**config.mk**
```make
export PLATFORM = sky130hd
export DESIGN_NAME = rf_write_scheduler_flat
export DESIGN_NICKNAME = d
export VERILOG_FILES = /design/src/rtl/rf_sched_pkg.sv /design/src/rtl/rf_write_scheduler_if.sv /design/src/rtl/wb_fifo.sv /design/src/rtl/rf_write_scheduler.sv /design/src/flat_wrapper.sv
export SDC_FILE = /design/constraint.sdc
export NUM_CORES = 1
export LEC_CHECK = 0
export BUFFER_PORTS_ARGS = -buffer_cell sky130_fd_sc_hd__buf_2
export CAP_MARGIN = 20
export CORE_MARGIN = 2
export CORE_UTILIZATION = 35
export CTS_CLUSTER_DIAMETER = 50
export DETAILED_ROUTE_END_ITERATION = 12
export RECOVER_POWER = 50
export SLEW_MARGIN = 20
export SYNTH_ARGS = -nofsm -noshare
export SYNTH_HDL_FRONTEND = slang
export SYNTH_SLANG_ARGS = --single-unit
```
**constraint.sdc**
```tcl
create_clock -name clk -period 3.06 [get_ports clk]
set_input_delay 0.459 -clock clk [delete_from_list [all_inputs] [get_ports clk]]
set_output_delay 0.459 -clock clk [all_outputs]
set_load 0.05 [all_outputs]
```
**src/rtl/rf_sched_pkg.sv**
```systemverilog
// Shared constants and bus payload types for the register-file write scheduler.
// Contents: XLEN / NREG / REG_IDX_W widths and wb_req_t, one register-file write.
package rf_sched_pkg;

  localparam int unsigned XLEN      = 32;
  localparam int unsigned NREG      = 32;
  localparam int unsigned REG_IDX_W = 5;

  // One pending register-file write: destination index plus data.
  typedef struct packed {
    logic [REG_IDX_W-1:0] rd;
    logic [XLEN-1:0]      data;
  } wb_req_t;

endpackage

```
**src/rtl/rf_write_scheduler_if.sv**
```systemverilog
// Signal bundle between the pipeline (master) and the write scheduler (slave).
// Groups: ALU writeback request and ready, load response, load issue, decode
// source/destination indices and stall, register-file read data in and
// forwarded read data out, and the register-file write port
// (RegWr / write_reg / write_data).
interface rf_write_scheduler_if;
  import rf_sched_pkg::*;

  logic                 alu_valid;
  logic                 alu_ready;
  logic [REG_IDX_W-1:0] alu_rd;
  logic [XLEN-1:0]      alu_data;

  logic                 ld_valid;
  logic [REG_IDX_W-1:0] ld_rd;
  logic [XLEN-1:0]      ld_data;

  logic                 issue_ld;
  logic [REG_IDX_W-1:0] issue_rd;
  logic [REG_IDX_W-1:0] rs1;
  logic [REG_IDX_W-1:0] rs2;
  logic [REG_IDX_W-1:0] dec_rd;
  logic                 stall;

  logic [XLEN-1:0]      rf_rd1;
  logic [XLEN-1:0]      rf_rd2;
  logic [XLEN-1:0]      fwd_rd1;
  logic [XLEN-1:0]      fwd_rd2;

  logic                 RegWr;
  logic [REG_IDX_W-1:0] write_reg;
  logic [XLEN-1:0]      write_data;

  modport master (
    output alu_valid, alu_rd, alu_data,
    output ld_valid, ld_rd, ld_data,
    output issue_ld, issue_rd, rs1, rs2, dec_rd,
    output rf_rd1, rf_rd2,
    input  alu_ready, stall, fwd_rd1, fwd_rd2,
    input  RegWr, write_reg, write_data
  );

  modport slave (
    input  alu_valid, alu_rd, alu_data,
    input  ld_valid, ld_rd, ld_data,
    input  issue_ld, issue_rd, rs1, rs2, dec_rd,
    input  rf_rd1, rf_rd2,
    output alu_ready, stall, fwd_rd1, fwd_rd2,
    output RegWr, write_reg, write_data
  );

endinterface

```
**src/rtl/wb_fifo.sv**
```systemverilog
// Small synchronous FIFO of wb_req_t entries used to buffer ALU writebacks.
// Ports: clk, n_rst (async active-low), push/push_req, pop, head (oldest
// entry, valid when !empty), count, full, empty. Push while full and pop
// while empty are ignored.
module wb_fifo
  import rf_sched_pkg::*;
#(
  parameter  int unsigned DEPTH = 2,
  localparam int unsigned CNT_W = $clog2(DEPTH + 1),
  localparam int unsigned PTR_W = (DEPTH > 1) ? $clog2(DEPTH) : 1
) (
  input  logic             clk,
  input  logic             n_rst,
  input  logic             push,
  input  wb_req_t          push_req,
  input  logic             pop,
  output wb_req_t          head,
  output logic [CNT_W-1:0] count,
  output logic             full,
  output logic             empty
);

  wb_req_t          mem_q [DEPTH];
  wb_req_t          mem_d [DEPTH];
  logic [PTR_W-1:0] wr_ptr_q, wr_ptr_d;
  logic [PTR_W-1:0] rd_ptr_q, rd_ptr_d;
  logic [CNT_W-1:0] count_q, count_d;
  logic             push_ok, pop_ok;

  // Circular pointer advance; DEPTH need not be a power of two.
  function automatic logic [PTR_W-1:0] ptr_inc(input logic [PTR_W-1:0] p);
    return (p == PTR_W'(DEPTH - 1)) ? '0 : p + PTR_W'(1);
  endfunction

  // Next-state for storage, pointers and occupancy.
  always_comb begin
    full     = (count_q == CNT_W'(DEPTH));
    empty    = (count_q == '0);
    push_ok  = push & ~full;
    pop_ok   = pop & ~empty;
    mem_d    = mem_q;
    wr_ptr_d = wr_ptr_q;
    rd_ptr_d = rd_ptr_q;
    if (push_ok) begin
      mem_d[wr_ptr_q] = push_req;
      wr_ptr_d        = ptr_inc(wr_ptr_q);
    end
    if (pop_ok) begin
      rd_ptr_d = ptr_inc(rd_ptr_q);
    end
    count_d = count_q + CNT_W'(push_ok) - CNT_W'(pop_ok);
    head    = mem_q[rd_ptr_q];
    count   = count_q;
  end

  always_ff @(posedge clk or negedge n_rst) begin
    if (!n_rst) begin
      mem_q    <= '{default: '0};
      wr_ptr_q <= '0;
      rd_ptr_q <= '0;
      count_q  <= '0;
    end else begin
      mem_q    <= mem_d;
      wr_ptr_q <= wr_ptr_d;
      rd_ptr_q <= rd_ptr_d;
      count_q  <= count_d;
    end
  end

endmodule

```
**src/rtl/rf_write_scheduler.sv**
```systemverilog
// Shares the register file's single write port between the load-response
// stream (always wins) and a buffered ALU writeback stream, and keeps a
// scoreboard of registers with loads in flight so decode stalls on RAW/WAW.
// Ports: clk, n_rst (async active-low), bus (rf_write_scheduler_if.slave).
// Write-port and stall outputs are combinational from state and inputs and
// are forced to 0 while n_rst is low.
// Optional feature macro: RF_BYPASS_EN -- forwards the same-cycle write data
// to decode reads of the register being written.
module rf_write_scheduler
  import rf_sched_pkg::*;
#(
  parameter int unsigned ALU_FIFO_DEPTH = 2
) (
  input logic                 clk,
  input logic                 n_rst,
  rf_write_scheduler_if.slave bus
);

  localparam int unsigned CNT_W = $clog2(ALU_FIFO_DEPTH + 1);

  logic [NREG-1:0]  pending_q, pending_d;
  wb_req_t          fifo_head;
  wb_req_t          alu_req;
  wb_req_t          wr_req;
  logic [CNT_W-1:0] fifo_count;
  logic             fifo_full, fifo_empty;
  logic             fifo_push, fifo_pop;
  logic             alu_acc, alu_direct, wr_en, issue_ok, stall_int;

  wb_fifo #(.DEPTH(ALU_FIFO_DEPTH)) u_alu_fifo (
    .clk      (clk),
    .n_rst    (n_rst),
    .push     (fifo_push),
    .push_req (alu_req),
    .pop      (fifo_pop),
    .head     (fifo_head),
    .count    (fifo_count),
    .full     (fifo_full),
    .empty    (fifo_empty)
  );

  // Write-port arbitration: load first, then FIFO head, then a direct ALU write.
  always_comb begin
    alu_req       = '{rd: bus.alu_rd, data: bus.alu_data};
    bus.alu_ready = n_rst & (fifo_count < CNT_W'(ALU_FIFO_DEPTH));
    alu_acc       = bus.alu_valid & bus.alu_ready;
    alu_direct    = alu_acc & fifo_empty & ~bus.ld_valid;
    fifo_push     = alu_acc & ~alu_direct & ~fifo_full;
    fifo_pop      = ~fifo_empty & ~bus.ld_valid;
    wr_en         = 1'b0;
    wr_req        = '0;
    if (bus.ld_valid) begin
      wr_en  = 1'b1;
      wr_req = '{rd: bus.ld_rd, data: bus.ld_data};
    end else if (!fifo_empty) begin
      wr_en  = 1'b1;
      wr_req = fifo_head;
    end else if (alu_acc) begin
      wr_en  = 1'b1;
      wr_req = alu_req;
    end
    // x0 writes still consume their source but never reach the register file.
    bus.RegWr      = n_rst & wr_en & (wr_req.rd != '0);
    bus.write_reg  = n_rst ? wr_req.rd   : '0;
    bus.write_data = n_rst ? wr_req.data : '0;
  end

  // Scoreboard: stall from registered pending bits; clear wins over set.
  always_comb begin
    stall_int = pending_q[bus.rs1] | pending_q[bus.rs2] | pending_q[bus.dec_rd];
    bus.stall = n_rst & stall_int;
    issue_ok  = bus.issue_ld & ~stall_int & (bus.issue_rd != '0);
    pending_d = pending_q;
    if (issue_ok) begin
      pending_d[bus.issue_rd] = 1'b1;
    end
    if (bus.ld_valid) begin
      pending_d[bus.ld_rd] = 1'b0;
    end
    pending_d[0] = 1'b0;
  end

  always_ff @(posedge clk or negedge n_rst) begin
    if (!n_rst) begin
      pending_q <= '0;
    end else begin
      pending_q <= pending_d;
    end
  end

  // Decode read data, optionally bypassing the write in flight this cycle.
  always_comb begin
`ifdef RF_BYPASS_EN
    bus.fwd_rd1 = (bus.RegWr && (bus.write_reg == bus.rs1) && (bus.rs1 != '0))
                  ? bus.write_data : bus.rf_rd1;
    bus.fwd_rd2 = (bus.RegWr && (bus.write_reg == bus.rs2) && (bus.rs2 != '0))
                  ? bus.write_data : bus.rf_rd2;
`else
    bus.fwd_rd1 = bus.rf_rd1;
    bus.fwd_rd2 = bus.rf_rd2;
`endif
  end

endmodule

```
**src/flat_wrapper.sv**
```systemverilog
// flat-port wrapper written by rule: the top's interface ports become plain ports
module rf_write_scheduler_flat import rf_sched_pkg::*;
#(
  parameter int unsigned ALU_FIFO_DEPTH = 2
)
  (clk, n_rst, bus_alu_valid, bus_alu_rd, bus_alu_data, bus_ld_valid, bus_ld_rd, bus_ld_data, bus_issue_ld, bus_issue_rd, bus_rs1, bus_rs2, bus_dec_rd, bus_rf_rd1, bus_rf_rd2, bus_alu_ready, bus_stall, bus_fwd_rd1, bus_fwd_rd2, bus_RegWr, bus_write_reg, bus_write_data);
  rf_write_scheduler_if bus_i ();
  input logic clk;
  input logic n_rst;
  input wire logic [$bits(bus_i.alu_valid)-1:0] bus_alu_valid;
  input wire logic [$bits(bus_i.alu_rd)-1:0] bus_alu_rd;
  input wire logic [$bits(bus_i.alu_data)-1:0] bus_alu_data;
  input wire logic [$bits(bus_i.ld_valid)-1:0] bus_ld_valid;
  input wire logic [$bits(bus_i.ld_rd)-1:0] bus_ld_rd;
  input wire logic [$bits(bus_i.ld_data)-1:0] bus_ld_data;
  input wire logic [$bits(bus_i.issue_ld)-1:0] bus_issue_ld;
  input wire logic [$bits(bus_i.issue_rd)-1:0] bus_issue_rd;
  input wire logic [$bits(bus_i.rs1)-1:0] bus_rs1;
  input wire logic [$bits(bus_i.rs2)-1:0] bus_rs2;
  input wire logic [$bits(bus_i.dec_rd)-1:0] bus_dec_rd;
  input wire logic [$bits(bus_i.rf_rd1)-1:0] bus_rf_rd1;
  input wire logic [$bits(bus_i.rf_rd2)-1:0] bus_rf_rd2;
  output wire logic [$bits(bus_i.alu_ready)-1:0] bus_alu_ready;
  output wire logic [$bits(bus_i.stall)-1:0] bus_stall;
  output wire logic [$bits(bus_i.fwd_rd1)-1:0] bus_fwd_rd1;
  output wire logic [$bits(bus_i.fwd_rd2)-1:0] bus_fwd_rd2;
  output wire logic [$bits(bus_i.RegWr)-1:0] bus_RegWr;
  output wire logic [$bits(bus_i.write_reg)-1:0] bus_write_reg;
  output wire logic [$bits(bus_i.write_data)-1:0] bus_write_data;
  assign bus_i.alu_valid = bus_alu_valid;
  assign bus_i.alu_rd = bus_alu_rd;
  assign bus_i.alu_data = bus_alu_data;
  assign bus_i.ld_valid = bus_ld_valid;
  assign bus_i.ld_rd = bus_ld_rd;
  assign bus_i.ld_data = bus_ld_data;
  assign bus_i.issue_ld = bus_issue_ld;
  assign bus_i.issue_rd = bus_issue_rd;
  assign bus_i.rs1 = bus_rs1;
  assign bus_i.rs2 = bus_rs2;
  assign bus_i.dec_rd = bus_dec_rd;
  assign bus_i.rf_rd1 = bus_rf_rd1;
  assign bus_i.rf_rd2 = bus_rf_rd2;
  assign bus_alu_ready = bus_i.alu_ready;
  assign bus_stall = bus_i.stall;
  assign bus_fwd_rd1 = bus_i.fwd_rd1;
  assign bus_fwd_rd2 = bus_i.fwd_rd2;
  assign bus_RegWr = bus_i.RegWr;
  assign bus_write_reg = bus_i.write_reg;
  assign bus_write_data = bus_i.write_data;
  rf_write_scheduler #(.ALU_FIFO_DEPTH(ALU_FIFO_DEPTH)) u_core (.clk(clk), .n_rst(n_rst), .bus(bus_i));
endmodule
```
# Word-level counts from Yosys, hierarchy flattened
# Index checks and enable logic that the tools add are counted.
# totals
output_inout_bits	104
regBits	109
input_bits	163
# classes
bitwise_logic	26
n_lt_le_gt_ge	11
muxes	28
eq_ne	1
n_addsub	4
reduce_logical	6
# op_table
op	count
$mux W37	7
$mux W32	3
$bwmux W74	1
$demux W37 S1	1
$and A32 B32 Y32	1
$not A32 Y32	1
$or A32 B32 Y32	1
$lt A5 B6 Y1 const B	5
$bmux W1 S5	3
$and A1 B1 Y1	14
$demux W1 S5	2
$ge A5 B1 Y1 const B	2
$mux W1	10
$reduce_bool A5 Y1	2
$mux W5	1
$not A1 Y1	5
$ge A2 B2 Y1 const B	2
$not A1 Y2	2
$logic_and A1 B1 Y1	3
$add A1 B1 Y1 const B	2
$add A2 B1 Y2	1
$eq A2 B2 Y1 const B	1
$logic_not A2 Y1	1
$lt A2 B1 Y1 const B	1
3 further kinds	4

# Depth between registers and ports, before layout
# Gate-level depths: netlist of the first run.
# depth
depth_word	11
depth_mapped	9
mapped_depth_nobuf	7

# Cells and area by module
# A second synthesis of the first run with hierarchy kept.
# unflattened
hier_cells	644
area_unflattened_um2	7159.4
# by_module_without_submodules
mod	seq_area_each_um2	n_inst	cells_each	area_per_inst_um2
wb_fifo	1951.9	1	215	3583.4
rf_write_scheduler	775.7	1	429	3575.9

# Least setup slack after synthesis of the first run
# Ideal clock, no wire load.
# synth_path
path_type	input to output
startpoint	input port n_rst
endpoint	output port bus_write_reg[1]
path_stages	5
required_ps	2601
n_path_buf	0
slack_ps	-352
t_arrival_ps	2953
cell_sequence	nor2b_1 nand2_1 nor2_1 a221oi_1 nor3_1
# synth_via
elab_chain_len	6
# synth_lines
item	line_no	source
from (decl)	flat_wrapper.sv:9	input logic n_rst;
$and A1 B1 Y1	rf_write_scheduler.sv:45	bus.alu_ready = n_rst & (fifo_count < CNT_W'(ALU_FIFO_DEPTH));
$and A1 B1 Y1	rf_write_scheduler.sv:46	alu_acc = bus.alu_valid & bus.alu_ready;
$mux W37	rf_write_scheduler.sv:58	end else if (alu_acc) begin
$mux W37	rf_write_scheduler.sv:55	end else if (!fifo_empty) begin
$mux W37	rf_write_scheduler.sv:52	if (bus.ld_valid) begin
$mux W5 *	rf_write_scheduler.sv:64	bus.write_reg = n_rst ? wr_req.rd : '0;
to (decl)	flat_wrapper.sv:28	output wire logic [$bits(bus_i.write_reg)-1:0] bus_write_reg;
# Every way passes the cells marked *; elsewhere a longest branch is shown, timed or not.

# Worst setup path in the final report of the first run
# layout_path
startpoint	register u_core.pending_q[5]
endpoint	output port bus_stall
# layout_via
elab_chain_len	5
# layout_lines
item	line_no	source
from (decl)	rf_write_scheduler.sv:21	logic [NREG-1:0] pending_q, pending_d;
from (signal assigned)	rf_write_scheduler.sv:87	pending_q <= pending_d;
$bmux W1 S5	rf_write_scheduler.sv:70	stall_int = pending_q[bus.rs1] | pending_q[bus.rs2] | pending_q[bus.dec_rd];
$mux W1 (not written as such)	rf_write_scheduler.sv:70	
$or A1 B1 Y1	rf_write_scheduler.sv:70	
$or A1 B1 Y1 *	rf_write_scheduler.sv:70	
$and A1 B1 Y1 *	rf_write_scheduler.sv:71	bus.stall = n_rst & stall_int;
to (decl)	flat_wrapper.sv:24	output wire logic [$bits(bus_i.stall)-1:0] bus_stall;
# Every way passes the cells marked *; elsewhere a longest branch is shown, timed or not. The select of a mux whose other input is x is not followed.

==> impl_metrics.env, run 1 <==
export IMPL_syn_inst=740
export IMPL_grt_usage_pct=18.3
export IMPL_rsz0062_at_grt="false"
export IMPL_crit_required_ns=2.60
export IMPL_yosys_register_bits=109
export IMPL_multiInputGateArea_mm2=0.00356
export IMPL_cp_max_fo=5
export IMPL_clock_fmax_ghz=0.343
export IMPL_num_fill_cells=2021
export IMPL_drive_above_1_share_pct=37.2
export IMPL_first_pass_iters=6
export IMPL_powerDensity_mw_per_mm2=771
export IMPL_dp_hpwl_um=13800
export IMPL_clk_pin_slew_ns=0.08
export IMPL_ant_nets=0
export IMPL_ir_drop_mv=0.375
export IMPL_synth_cell_types=46
export IMPL_rows=51
export IMPL_ctsHoldBuffers=0
export IMPL_finalCriticalPeriod_ns=2.91
export IMPL_cts_root_buf="clkbuf_16"
export IMPL_cts_made_buffers=9
export IMPL_cts_setup_buffers=0
export IMPL_drc=0
export IMPL_overflow=0
export IMPL_ff2ff_setup_slack_ns=0.78
export IMPL_die_y_um=145
export IMPL_hold_violations=0
export IMPL_worstSetupEndpointType="output pin"
export IMPL_drt_wl_total_um=19300
export IMPL_grt_pass1_vias=5690
export IMPL_syn_to_final_growth_pct=14.2
export IMPL_syn_area_mm2=0.00698
export IMPL_drt_iter0_drc=354
export IMPL_start_util_pct=35.8
export IMPL_place_congestion=0.925
export IMPL_grt_max_degree=79
export IMPL_worstPathArrival_ns=2.46
export IMPL_crit_type="reg2out"
export IMPL_tightest_slew_ns=1.45
export IMPL_cts_sinks=109
export IMPL_synth_top_flop_cell="dfrtp_1"
export IMPL_setup_violations=0
export IMPL_synth_edf_count=0
export IMPL_grt_pass1_wl_um=30900
export IMPL_final_seq_area_mm2=0.00273
export IMPL_setup_ws_ns=0.146
export IMPL_async_flop_share_pct=100
export IMPL_status="complete, no violations"
export IMPL_rr_endpoint="u_core.pending_q[10]$_DFF_PN0_"
export IMPL_synth_area_per_cell_um2=9.44
export IMPL_drv_cap=0
export IMPL_cp_start_kind="flop"
export IMPL_via_count=5736
export IMPL_viasPerCell=5.34
export IMPL_cts_tree="built"
export IMPL_tns_ns=0
export IMPL_wl_per_cell_um=17.9
export IMPL_nets=969
export IMPL_cts_path_max_buffers=2
export IMPL_final_max_slew_viol_count=0
export IMPL_fin_skew_ns=0.0124
export IMPL_finalCritPeriodShare_pct=95.2
export IMPL_relSlewSlack_pct=3.51
export IMPL_pre_cts_slack_ns=0.196
export IMPL_htree_levels=3
export IMPL_ys_seq_area_share_pct=39.1
export IMPL_r2r_cells=7
export IMPL_die_area_mm2=0.0211
export IMPL_fp_coreArea_mm2=0.0195
export IMPL_rr_startpoint="u_core.pending_q[9]$_DFF_PN0_"
export IMPL_p_leak_uw=0.00353
export IMPL_worstSkewPairLatency_ns=0.36
export IMPL_port_buffers=138
export IMPL_antenna_found_initial=3
export IMPL_die_x_um=145
export IMPL_yosysWarnings=0
export IMPL_hp_class="in2async"
export IMPL_synth_fp_nets=905
export IMPL_ios=267
==> critical path, cell delays in order, from the launching register on <==
cell and delay [ns]:
dfrtp_1 0.44, inv_1 0.07, mux4_1 0.53, a2111oi_2 0.40
buf_4 0.18, nor4_4 0.06, a31oi_2 0.18, buf_4 0.23
==> how the worst max path moves through the flow <==
stage | end | cells after the start | slack [ns] | start
after floorplan | bus_RegWr | 7 | 0.03 | n_rst
after global placement | bus_stall | 7 | 0.25 | bus_dec_rd[0]
after detailed placement | bus_stall | 7 | 0.20 | bus_dec_rd[0]
after CTS | bus_stall | 7 | 0.06 | u_core.pending_q[4]$_DFF_PN0_
after global routing | bus_stall | 6 | 0.03 | u_core.pending_q[9]$_DFF_PN0_
final | bus_stall | 7 | 0.15 | u_core.pending_q[5]$_DFF_PN0_
==> state kept, by name, summed over array words and instances, names as in the netlist <==
name                        cells
u_core.u_alu_fifo.rd_ptr_q      1
u_core.u_alu_fifo.mem_q        74
u_core.u_alu_fifo.count         2
u_core.u_alu_fifo.wr_ptr_q      1
u_core.pending_q               31
==> logic make-up (layout without fill, tap and decap cells) <==
kind of cell	count (synthesis)	in the layout	share of synthesized area (%)
AOI/OAI and AO/OA	162	162	13.6
muxes	141	141	24.0
DFF	109	109	39.1
adders and majority gates	2	2	0.358
xor gates and xnor gates	4	4	0.502
buffers and inverters	147	216	11.5
other	0	1	0
and+or+nand+nor	175	175	11.0
==> routing by layer <==
metal  vias to the layer above  global-route usage [%]  part of all wire (%)
met3                        51                    5.69                   7.9
met1                      2744                    24.3                    45
met4                         4                    6.47                   2.3
li1                       2685                       -                     -
met2                       252                    28.2                    45
met5                         -                       0                  0.14
==> what timing repair did <==
| item | 4_1_cts | 5_1_grt |
|---|---|---|
| pin swaps | 0 | 0 |
| endpoints found under the setup margin | 1 | 1 |
| resized for setup | 1 | 2 |
==> through the flow <==
stage               instances  area (um2)  utilization [%]  total power [uW]  hold slack [ns]
floorplan                 740        7070                -              4490            0.163
global placement         1058        7650             39.2              4860            0.482
detailed placement       1058        7650             39.2              4910            0.492
CTS                      1074        7980             40.8              6200            0.168
global route             1074        7980             40.8              6600            0.309
finish                   1075        7980             40.9              6150            0.296
==> area by class of cell <==
| cell class | count | share of cell area (%) |
|---|---|---|
| Tap cell | 265 | 4.16 |
| Sequential cell | 109 | 34.2 |
| Multi-Input combinational cell | 484 | 44.6 |
| Clock buffer | 9 | 2.82 |
| Clock inverter | 7 | 1.24 |
| Timing Repair Buffer | 157 | 10.9 |
| Antenna cell | 1 | 0.0314 |
| Inverter | 43 | 2.02 |
==> cell usage after synthesis, drive strengths merged (2+ instances only) <==
| cell | n | share of area, % |
|---|---|---|
| a2111oi | 2 | 0.25 |
| a21oi | 102 | 7.3 |
| a221oi | 5 | 0.63 |
| a311oi | 2 | 0.25 |
| and2 | 4 | 0.36 |
| and3 | 2 | 0.18 |
| buf | 76 | 7.7 |
| clkbuf | 28 | 1.5 |
| dfrtp | 109 | 39 |
| ha | 2 | 0.36 |
| inv | 42 | 2.3 |
| mux2 | 79 | 13 |
| mux2i | 50 | 7.2 |
| mux4 | 12 | 4.1 |
| nand2 | 21 | 1.1 |
| nand3 | 11 | 0.79 |
| nand3b | 2 | 0.21 |
| nand4 | 4 | 0.36 |
| nor2 | 113 | 6.1 |
| nor2b | 3 | 0.27 |
| nor3 | 5 | 0.36 |
| nor3b | 5 | 0.54 |
| o2111ai | 8 | 1.0 |
| o211ai | 2 | 0.21 |
| o22ai | 32 | 2.9 |
| xnor2 | 3 | 0.38 |
==> layout by cell type, fill, tap and decap left out, drive strengths merged, types with 2 or more instances in the layout <==
master	n
buf	155
nor2	113
dfrtp	109
a21oi	102
mux2	79
mux2i	50
inv	47
o22ai	32
nand2	21
mux4	12
nand3	11
clkbuf	11
o2111ai	8
nor3b	5
a221oi	5
nor3	5
nand4	4
and2	4
xnor2	3
nor2b	3
o211ai	2
a311oi	2
nand3b	2
and3	2
ha	2
a2111oi	2
==> report_power, final <==
| part | total (uW) | internal (uW) | switching [uW] | leakage (uW) |
|---|---|---|---|---|
| clock network | 1270 | 666 | 608 | 0.000154 |
| registers | 2260 | 1960 | 298 | 0.00137 |
| logic | 2620 | 1160 | 1460 | 0.00200 |
(Power assumes the default switching activity.)
==> run 2, diff against run 1 <==
--- a/config.mk
+++ b/config.mk
@@ -9,6 +9,7 @@
 export CAP_MARGIN = 20
 export CORE_MARGIN = 2
 export CORE_UTILIZATION = 35
+export CTS_BUF_LIST = sky130_fd_sc_hd__clkbuf_8
 export CTS_CLUSTER_DIAMETER = 50
 export DETAILED_ROUTE_END_ITERATION = 12
 export RECOVER_POWER = 50
==> run 2 against run 1 <==
Net effect: final area shrank 0.49%; sequential power is essentially flat; via count grew 0.51%; clock power shrank 23%; clock-buffer cell count is the same; sequential cell count is the same; sequential share of layout area grew 0.18 points; core utilization shrank 0.20 points; global-route usage shrank 0.16 points; combinational power is essentially flat; critical endpoint unchanged; highest routed layer unchanged.
==> impl_metrics.env, run 2 (synthesis gave the netlist of run 1 again) <==
export IMPL_via_count=5765
export IMPL_drt_wl_total_um=19300
export IMPL_cts_root_buf="clkbuf_8"
export IMPL_wl_per_cell_um=17.8
export IMPL_critical_path_top_delay_family="compound AO/OA/AOI/OAI gates"
export IMPL_max_stage_delay_ns=0.52
export IMPL_cp_slowest_cell="mux4_1"
export IMPL_hold_violations=0
export IMPL_top_register="u_core.u_alu_fifo.mem_q"
export IMPL_fin_skew_ns=0.0182
export IMPL_place_congestion=0.925
export IMPL_port_buffers=138
export IMPL_rows=51
export IMPL_grt_max_degree=79
export IMPL_placed_area_mm2=0.00765
export IMPL_die_y_um=145
export IMPL_ff2ff_setup_slack_ns=0.64
export IMPL_setup_violations=0
export IMPL_tightest_slew_ns=1.45
export IMPL_crit_chain="inv_1, mux4_1, a2111oi_2, buf_4, nor4_4, a31oi_2, buf_6"
export IMPL_die_area_mm2=0.0211
export IMPL_antenna_found_initial=3
export IMPL_worstSkewPairLatency_ns=0.40
export IMPL_first_pass_iters=5
export IMPL_p_leak_uw=0.00352
export IMPL_cts_made_buffers=9
export IMPL_clk_pin_slew_ns=0.11
export IMPL_grt_pass1_vias=5698
export IMPL_final_max_slew_viol_count=0
export IMPL_dp_hpwl_um=13800
export IMPL_largest_reg_flops=74
export IMPL_syn_to_final_growth_pct=13.7
export IMPL_die_x_um=145
export IMPL_cts_sinks=109
export IMPL_cp_max_fo=4
export IMPL_drc=0
export IMPL_crit_required_ns=2.60
export IMPL_crit_type="reg2out"
export IMPL_relSlewSlack_pct=3.18
export IMPL_nets=976
export IMPL_viasPerCell=5.33
export IMPL_powerDensity_mw_per_mm2=738
export IMPL_final_common_cell="buf_2"
export IMPL_mostFrequentLayoutCells="buf_2, dfrtp_1, a21oi_1"
export IMPL_cts_tree="built"
export IMPL_worstPathArrival_ns=2.46
export IMPL_ctsHoldBuffers=0
export IMPL_grt_pass1_wl_um=30800
export IMPL_ir_drop_mv=0.358
export IMPL_ios=267
export IMPL_overflow=0
export IMPL_drv_cap=0
export IMPL_drt_iter0_drc=376
export IMPL_tns_ns=0
export IMPL_cp_start_kind="flop"
export IMPL_finalCritPeriodShare_pct=95.4
export IMPL_fp_coreArea_mm2=0.0195
export IMPL_worstSetupEndpointType="output pin"
export IMPL_htree_levels=3
export IMPL_path_buf_inv=3
export IMPL_drive_above_1_share_pct=37.9
export IMPL_status="complete, no violations"
export IMPL_final_cell_area_mm2=0.00794
export IMPL_clock_fmax_ghz=0.342
export IMPL_start_util_pct=35.8
export IMPL_cts_path_max_buffers=2
export IMPL_ant_nets=0
export IMPL_grt_usage_pct=18.2
export IMPL_rsz0062_at_grt="false"
export IMPL_fin_hold_ws_ns=0.253
export IMPL_finalCriticalPeriod_ns=2.92
export IMPL_hp_class="in2async"
export IMPL_final_core_util_pct=40.7
[run 2: path summary, 6_finish.rpt]
check	startpoint	to	cells past startpoint
max	u_core.pending_q[5]$_DFF_PN0_	bus_stall	7
min	n_rst	u_core.pending_q[19]$_DFF_PN0_	2
max reg2reg	u_core.pending_q[9]$_DFF_PN0_	u_core.pending_q[4]$_DFF_PN0_	8
min reg2reg	u_core.u_alu_fifo.mem_q[70]$_DFFE_PN0P_	u_core.u_alu_fifo.mem_q[70]$_DFFE_PN0P_	1
max in group asynchronous	n_rst	u_core.u_alu_fifo.mem_q[36]$_DFFE_PN0P_	3
min in group clk	bus_alu_data[11]	u_core.u_alu_fifo.mem_q[11]$_DFFE_PN0P_	2
[run 2: cell type report]
type,instances,area (um2)
antenna,1,2.50
clock buffer,9,124
clock inverter,7,98.8
fill,2039,11600
inverter,43,161
multi-input combinational,484,3560
sequential,109,2730
tap,265,332
timing repair buffer,164,926
[run 2: layer usage]
| metal | routed length, um | up-vias | track usage (%) |
|---|---|---|---|
| met5 | 27 | - | 0 |
| met4 | 453 | 4 | 6.27 |
| met3 | 1730 | 48 | 5.03 |
| met2 | 8630 | 242 | 28.3 |
| met1 | 8470 | 2769 | 24.3 |
| li1 | - | 2702 | - |
[run 2: timing repair]
action,CTS,global route
setup buffers,0,7
endpoints found under the setup margin,1,2
pin swaps,0,2
resized for setup,1,5
[run 2: worst register-to-register path, cell delays in order, from the launching register on]
cell and delay (ns):
dfrtp_2 0.46, mux4_1 0.51, o2111ai_1 0.19, o41ai_1 0.14
nor4_4 0.41, buf_4 0.18, nand4_1 0.07, buf_4 0.19
a21oi_1 0.19
[run 2: metrics by stage]
step | power (uW) | setup WS, ns | std cells
after CTS | 5910 | 0.00589 | 1074
after global placement | 4860 | 0.250 | 1058
after detailed placement | 4910 | 0.196 | 1058
after floorplan | 4490 | 0.0277 | 740
after global routing | 6300 | 0.0126 | 1081
final | 5860 | 0.139 | 1082
[run 2: power by group]
part	switching (uW)	internal (uW)
Combinational	1460	1160
Clock	569	408
Sequential	301	1960
==> run 3, diff against run 2 <==
--- a/config.mk
+++ b/config.mk
@@ -12,6 +12,7 @@
 export CTS_BUF_LIST = sky130_fd_sc_hd__clkbuf_8
 export CTS_CLUSTER_DIAMETER = 50
 export DETAILED_ROUTE_END_ITERATION = 12
+export MAX_ROUTING_LAYER = met4
 export RECOVER_POWER = 50
 export SLEW_MARGIN = 20
 export SYNTH_ARGS = -nofsm -noshare
==> run 3 against run 2 <==
Net effect: sequential cell count unchanged; non-clock buffer count decreased by 5; register-to-register slack improved by 0.11 ns; clock power decreased by 9.7%; final cell count decreased by 0.28%; final area decreased by 0.96%; worst hold slack got worse by 0.15 ns; routed wire length increased by 0.65%; clock-buffer cell count unchanged; total power decreased by 1.7%; largest power group unchanged.
==> impl_metrics.env, run 3 (synthesis gave the netlist of run 1 again) <==
export IMPL_status="complete, no violations"
export IMPL_relSlewSlack_pct=46.6
export IMPL_power_uw=5760
export IMPL_tns_ns=0
export IMPL_drc=0
export IMPL_ios=267
export IMPL_crit_type="reg2out"
export IMPL_cts_made_buffers=9
export IMPL_path_buf_inv=1
export IMPL_setup_violations=0
export IMPL_die_x_um=145
export IMPL_critical_path_top_delay_family="multiplexers"
export IMPL_multiInputGateArea_mm2=0.00356
export IMPL_grt_pass1_vias=5540
export IMPL_cts_sinks=109
export IMPL_final_seq_area_mm2=0.00273
export IMPL_finalCriticalPeriod_ns=2.94
export IMPL_drv_cap=0
export IMPL_mostFrequentLayoutCells="buf_2, dfrtp_1, a21oi_1"
export IMPL_first_pass_iters=7
export IMPL_cp_slowest_cell="mux4_1"
export IMPL_num_fill_cells=1981
export IMPL_cts_tree="built"
export IMPL_max_stage_delay_ns=0.51
export IMPL_ant_nets=0
export IMPL_crit_required_ns=2.60
export IMPL_p_leak_uw=0.00348
export IMPL_final_core_util_pct=40.3
export IMPL_final_common_cell="buf_2"
export IMPL_worstSetupEndpointType="output pin"
export IMPL_start_util_pct=35.8
export IMPL_clk_pin_slew_ns=0.11
export IMPL_worstPathArrival_ns=2.48
export IMPL_dp_hpwl_um=14100
export IMPL_wl_per_cell_um=18.0
export IMPL_ff2ff_setup_slack_ns=0.75
export IMPL_drt_wl_total_um=19400
export IMPL_hold_violations=0
export IMPL_final_max_slew_viol_count=0
export IMPL_viasPerCell=5.31
export IMPL_cts_path_max_buffers=2
export IMPL_worstSkewPairLatency_ns=0.40
export IMPL_overflow=0
export IMPL_fin_skew_ns=0.0203
export IMPL_hp_class="in2async"
export IMPL_crit_chain="mux4_1, o2111ai_1, o41ai_1, nor4_4, a31oi_2, buf_6"
export IMPL_syn_to_final_growth_pct=12.6
export IMPL_via_count=5733
export IMPL_grt_usage_pct=18.7
export IMPL_tightest_slew_ns=0.801
export IMPL_cp_max_fo=5
export IMPL_antenna_found_initial=3
export IMPL_htree_levels=3
export IMPL_cts_root_buf="clkbuf_8"
export IMPL_clock_fmax_ghz=0.341
export IMPL_drive_above_1_share_pct=37.4
export IMPL_grt_max_degree=62
export IMPL_place_congestion=0.951
export IMPL_nets=971
export IMPL_rows=51
export IMPL_drt_iter0_drc=360
export IMPL_powerDensity_mw_per_mm2=732
export IMPL_ir_drop_mv=0.393
export IMPL_largest_reg_flops=74
export IMPL_die_y_um=145
export IMPL_die_area_mm2=0.0211
export IMPL_grt_pass1_wl_um=30700
export IMPL_cp_start_kind="flop"
export IMPL_port_buffers=138
export IMPL_rsz0062_at_grt="true"
export IMPL_top_register="u_core.u_alu_fifo.mem_q"
export IMPL_fp_coreArea_mm2=0.0195
export IMPL_finalCritPeriodShare_pct=95.9
run 3: per-layer routing:
| metal | up-vias | track usage (%) | routed length, um |
|---|---|---|---|
| met2 | 246 | 27.9 | 8640 |
| met1 | 2740 | 24.4 | 8760 |
| met5 | - | - | 0 |
| met4 | 0 | 5.78 | 448 |
| li1 | 2703 | - | - |
| met3 | 44 | 5.97 | 1590 |
run 3: final cells by class:
cell class | instances | area share (%)
antenna | 3 | 0.0955
clock buffer | 9 | 1.58
clock inverter | 7 | 0.907
inverter | 43 | 2.05
multi-input combinational | 484 | 45.3
sequential | 109 | 34.7
tap | 265 | 4.22
timing repair buffer | 159 | 11.1
run 3: path summary, 6_finish.rpt:
check / from / end / cells after the start
min: n_rst / u_core.pending_q[16]$_DFF_PN0_ / 2
min reg2reg: u_core.u_alu_fifo.mem_q[68]$_DFFE_PN0P_ / u_core.u_alu_fifo.mem_q[68]$_DFFE_PN0P_ / 1
max: u_core.pending_q[9]$_DFF_PN0_ / bus_stall / 6
max in group asynchronous: n_rst / u_core.u_alu_fifo.mem_q[68]$_DFFE_PN0P_ / 3
min in group clk: bus_alu_data[14] / u_core.u_alu_fifo.mem_q[14]$_DFFE_PN0P_ / 2
max reg2reg: u_core.pending_q[9]$_DFF_PN0_ / u_core.pending_q[11]$_DFF_PN0_ / 7
run 3: timing repair:
action,CTS,global route
hold buffers,0,0
buffers inserted,0,1
pin swaps,0,0
setup endpoints to repair,1,2
resized for setup,1,5
run 3: stage by stage:
stage                     std cells  hold slack, ns  setup slack, ns  instance area (um2)
final                          1079           0.107            0.125                 7860
after global routing           1079           0.132           0.0148                 7860
after CTS                      1075           0.103           0.0457                 7830
after detailed placement       1059           0.491            0.224                 7630
after global placement         1059           0.481            0.265                 7630
after floorplan                 740           0.163           0.0277                 7070
run 3: report_power, final:
part           switching (uW)  internal (uW)
sequential                303           1960
clock                     564            318
combinational            1460           1160
total                    2330           3430
